--- src/rtl/shreg_burst.sv ---
// Universal shift register (hold / shift right / shift left / load) with an autonomous burst-shift engine.
// Optional macro SHREG_ROTATE_EN: burst shifts rotate instead of taking fill bits from sin_l/sin_r.
module shreg_burst #(
  parameter int unsigned WIDTH = 4,
  parameter int unsigned CNT_W = 3
) (
  input  logic             clk,
  input  logic             reset,
  input  logic [1:0]       mode,
  input  logic [WIDTH-1:0] din,
  input  logic             sin_l,
  input  logic             sin_r,
  input  logic             start,
  input  logic             dir,
  input  logic [CNT_W-1:0] count,
  output logic [WIDTH-1:0] dout,
  output logic             busy,
  output logic             done
);

  typedef enum logic {IDLE, BURST} state_e;

  state_e           state_q;
  logic [WIDTH-1:0] data_q;
  logic [CNT_W-1:0] rem_q;
  logic             bdir_q;
  logic             done_q;
  logic             fill_r_c;
  logic             fill_l_c;

  // Bits shifted in during a burst: wrapped-around data or the serial inputs.
`ifdef SHREG_ROTATE_EN
  assign fill_r_c = data_q[0];
  assign fill_l_c = data_q[WIDTH-1];
`else
  assign fill_r_c = sin_l;
  assign fill_l_c = sin_r;
`endif

  always_ff @(posedge clk) begin
    if (reset) begin
      state_q <= IDLE;
      data_q  <= '0;
      rem_q   <= '0;
      bdir_q  <= 1'b0;
      done_q  <= 1'b0;
    end else begin
      done_q <= 1'b0;
      case (state_q)
        BURST: begin
          if (bdir_q) data_q <= {data_q[WIDTH-2:0], fill_l_c};
          else        data_q <= {fill_r_c, data_q[WIDTH-1:1]};
          rem_q <= rem_q - CNT_W'(1);
          if (rem_q == CNT_W'(1)) begin
            state_q <= IDLE;
            done_q  <= 1'b1;
          end
        end
        IDLE: begin
          if (start) begin
            bdir_q <= dir;
            if (count == '0) begin
              done_q <= 1'b1;
            end else begin
              rem_q   <= count;
              state_q <= BURST;
            end
          end else begin
            case (mode)
              2'b01:   data_q <= {sin_l, data_q[WIDTH-1:1]};
              2'b10:   data_q <= {data_q[WIDTH-2:0], sin_r};
              2'b11:   data_q <= din;
              default: data_q <= data_q;
            endcase
          end
        end
        default: state_q <= IDLE;
      endcase
    end
  end

  assign dout = data_q;
  assign busy = (state_q == BURST);
  assign done = done_q;

endmodule

--- config.mk ---
export PLATFORM = sky130hd
export DESIGN_NAME = shreg_burst
export DESIGN_NICKNAME = d
export VERILOG_FILES = /design/src/rtl/shreg_burst.sv
export SDC_FILE = /design/constraint.sdc
export NUM_CORES = 1
export LEC_CHECK = 0
export CORE_MARGIN = 4
export CORE_UTILIZATION = 40
export CTS_CLUSTER_DIAMETER = 40
export DETAILED_ROUTE_END_ITERATION = 10
export PLACE_DENSITY = 0.81
export SLEW_MARGIN = 20
export SYNTH_ARGS = -nofsm -noshare
export SYNTH_HDL_FRONTEND = slang
export SYNTH_SLANG_ARGS = --single-unit
export TNS_END_PERCENT = 20
--- constraint.sdc ---
create_clock -name clk -period 1 [get_ports clk]
set_input_delay 0.1 -clock clk [delete_from_list [all_inputs] [get_ports clk]]
set_output_delay 0.1 -clock clk [all_outputs]
set_load 0.05 [all_outputs]
==> impl_metrics.csv, run 1 <==
group,metric,value,unit
critical_path,cp_data_arrival_time,1.27,ns
power,power.density,1220,nW/µm²
synth,syn_inst,80,
critical_path,cpPeakStageDelay,0.35,ns
global_routing,antenna_found_initial,0,
global_routing,grt_pass1_vias,754,
layout,nFillCells,107,
synth,synth_area,697,µm²
global_routing,grt_max_degree,18,
floorplan,ioPinCount,21,
clock_tree,cts-hold-fix-buffers,0,
sta,rsz0062_at_grt,"true",
global_routing,grt_busiest_layer,"met2",
synth,syn_nets,100,
global_routing,grt.overflow.total,0,
sta,relSlewSlack,0.774,
sta,worst_slew_pin_slew,0.334,ns
clock_tree,clock_sink_count,10,
sta,final.setup.tns,-0.215,ns
worst_hold_path,hold_path_class,"input port to register",
critical_path,reg2reg_depth,4,
floorplan,die_y,49.7,µm
routing,routedWlPerCell,15.8,µm
critical_path,slowest_stage,"dfxtp_4",
power,leakagePower,0.478,nW
placement,routabilityCongestion,0.877,
clock_tree,clk_pin_slew,0.07,ns
placement,hpwl,1480,µm
sta,timing_hold_violations_final,0,
sta,holdWs,0.360,ns
synth,synthAdderAreaFrac,0.0898,
synth,yosys_warnings,0,
synth,synthMuxAreaShare,0.0736,
global_routing,met1_usage,0.168,
synth,synth_xor_area_frac,0.0126,
synth,synth_compound_area_frac,0.296,
clock_tree,h-tree-depth,1,
power,ir_drop,0.000921,V
critical_path,r2r-start,"dout[2]",
sta,setup_viol,7,
critical_path,rr_endpoint,"dout[3]",
synth,syn_avg_cell_area,8.71,µm²
synth,seq_area_frac_synth,0.287,
floorplan,die_w,49.7,µm
synth,synth_cell_types,30,
sta,fmax,893,MHz
routing,firstDrtPassIters,4,
floorplan,core_area,1580,µm²
critical_path,end_kind,"register",
floorplan,floorplan.initialDensity,0.442,
critical_path,cp.required,1.15,ns
routing,vias,769,
routing,drc,0,
critical_path,cp_max_fo,3,
sta,period_share,1.12,
layout,final_cell_mix,"buf_4 (18), clkdlybuf4s50_1 (9), a21oi_1 (6), nand2_1 (6), buf_12 (6)",
synth,synth_top_family_by_area,"compound AO/OA/AOI/OAI gates",
clock_tree,cts_tree,"done",
global_routing,grt_pass1_wl,3160,µm
clock_tree,cts.path.max_buffers,2,
critical_path,critPathKind,"register to register",
global_routing,gr-usage-met2,0.306,
synth,ys_ff_latch,10,
status,violations,"setup timing",
flow_run,cap_violations,0,
clock_tree,insertion_delay,0.27,ns
layout,mostFrequentLayoutCell,"buf_4",
critical_path,crit_start,"dout[2]",
routing,drt_wl_total,2100,µm
floorplan,dieArea,2470,µm²
routing,avgViaCountPerCell,5.78,
placement,io_buffers,20,
critical_path,regToRegSetupSlack,-0.12,ns
routing,ant_nets,0,
layout,drive_gt1_frac,0.504,
layout,diodes,0,
critical_path,start_kind,"register",
sta,setup_ws,-0.120,ns
critical_path,endpoint,"dout[3]",
status,status,"complete, but fails checks",
clock_tree,clockRootBuffer,"clkbuf_4",
global_routing,grt_use_met3,0.0602,
floorplan,row_count,14,
layout,area_growth,70.4,%
layout,fin_nets,138,
critical_path,worstPathCellList,"nor2b_2 > o21ai_1 > o311ai_1 > a221oi_1",
sta,drv_slew,0,
sta,period_needed,1.12,ns
global_routing,grt_util_all_layers,0.163,
routing,drt_iter0_markers,20,
synth,synthSimpleGateAreaFrac,0.174,
clock_tree,numCtsBuffers,3,
sta,finalClockSkew,0.00143,ns
cells by family (layout without fill, tap and decap cells):
kind of cell,count (synthesis),in the layout
flops,10,10
fa+ha+maj,5,5
xor+xnor,1,1
compound gates,26,26
mux,5,5
simple gates,23,23
buf+inv,10,47
how the worst min path moves through the flow:
| stage | startpoint | to | slack (ns) | depth (start not counted) |
|---|---|---|---|---|
| after detailed placement | done | done | 0.55 | 1 |
| after CTS | count[0] | rem_q[0] | 0.35 | 3 |
| after global placement | rem_q[0] | rem_q[0] | 0.54 | 2 |
| after global routing | count[0] | rem_q[0] | 0.38 | 3 |
| after floorplan | dir | bdir_q | 0.25 | 2 |
| final | count[0] | rem_q[0] | 0.36 | 3 |
through the flow:
stage | std cells | setup slack, ns | area (µm²) | total power [mW] | utilization
2_1_floorplan | 80 | -0.0405 | 756 | 0.797 | -
3_3_place_gp | 128 | -0.626 | 1120 | 1.04 | 0.711
3_5_place_dp | 128 | -0.695 | 1120 | 1.05 | 0.711
4_1_cts | 132 | -0.0191 | 1170 | 1.43 | 0.740
5_1_grt | 133 | -0.161 | 1190 | 1.52 | 0.753
6_report | 133 | -0.120 | 1190 | 1.44 | 0.753
cell usage after synthesis, drive strengths merged:
master  number  area (µm²)
inv          4        15.0
a221o        1        10.0
mux2i        4        40.0
nand3b       1        7.51
nor2b        5        31.3
o21ai        4        20.0
nand3        1        5.00
buf          6        31.3
o311a        1        11.3
a21oi        8        43.8
dfxtp       10         200
or3          1        11.3
o311ai       3        26.3
nor2         6        22.5
a211oi       2        25.0
nand2        7        33.8
xnor2        1        8.76
a21o         1        7.51
a221oi       5        56.3
ha           5        62.6
mux2         1        11.3
a31oi        1        6.26
nor3         2        10.0
registers in the layout, summed over array words and instances, names as in the netlist:
signal	flops
busy	1
rem_q	3
dout	4
done	1
bdir_q	1
critical path: cells and delay by family, from the launching register on:
kind	cells	cell delay, ns
flops	1	0.35
simple gates	1	0.04
compound gates	3	0.60
repair_timing:
item | in CTS | in global routing
pin swaps | 1 | 3
resized for setup | 14 | 9
buffers inserted | 0 | 1
endpoints found under the setup margin | 11 | 11
layout make-up:
type / instances / area [µm²] / share of cell area
repair buffers: 39 / 393 / 0.331
clock buffers: 4 / 36.3 / 0.0306
multi-input cells: 60 / 498 / 0.419
flip-flops and latches: 10 / 220 / 0.185
inverters: 4 / 20.0 / 0.0169
well taps: 16 / 20.0 / 0.0169
power breakdown:
part | internal (mW) | switching, mW | total (mW) | leakage, nW
combinational | 0.303 | 0.262 | 0.565 | 0.371
sequential | 0.442 | 0.0622 | 0.504 | 0.0865
clock | 0.221 | 0.153 | 0.375 | 0.0210
total | 0.966 | 0.477 | 1.44 | 0.478
metal layers:
metal,vias to the layer above,part of all wire
met5,-,0
li1,370,-
met2,27,0.54
met3,6,0.048
met4,0,0.020
met1,366,0.39
Power figures use the tool's default switching activity.
==> run 2, diff against run 1 <==
Settings changed: GPL_TIMING_DRIVEN set to 1.
==> results of run 2 <==
The final DEF is identical to that of run 1; final timing and power are the same.
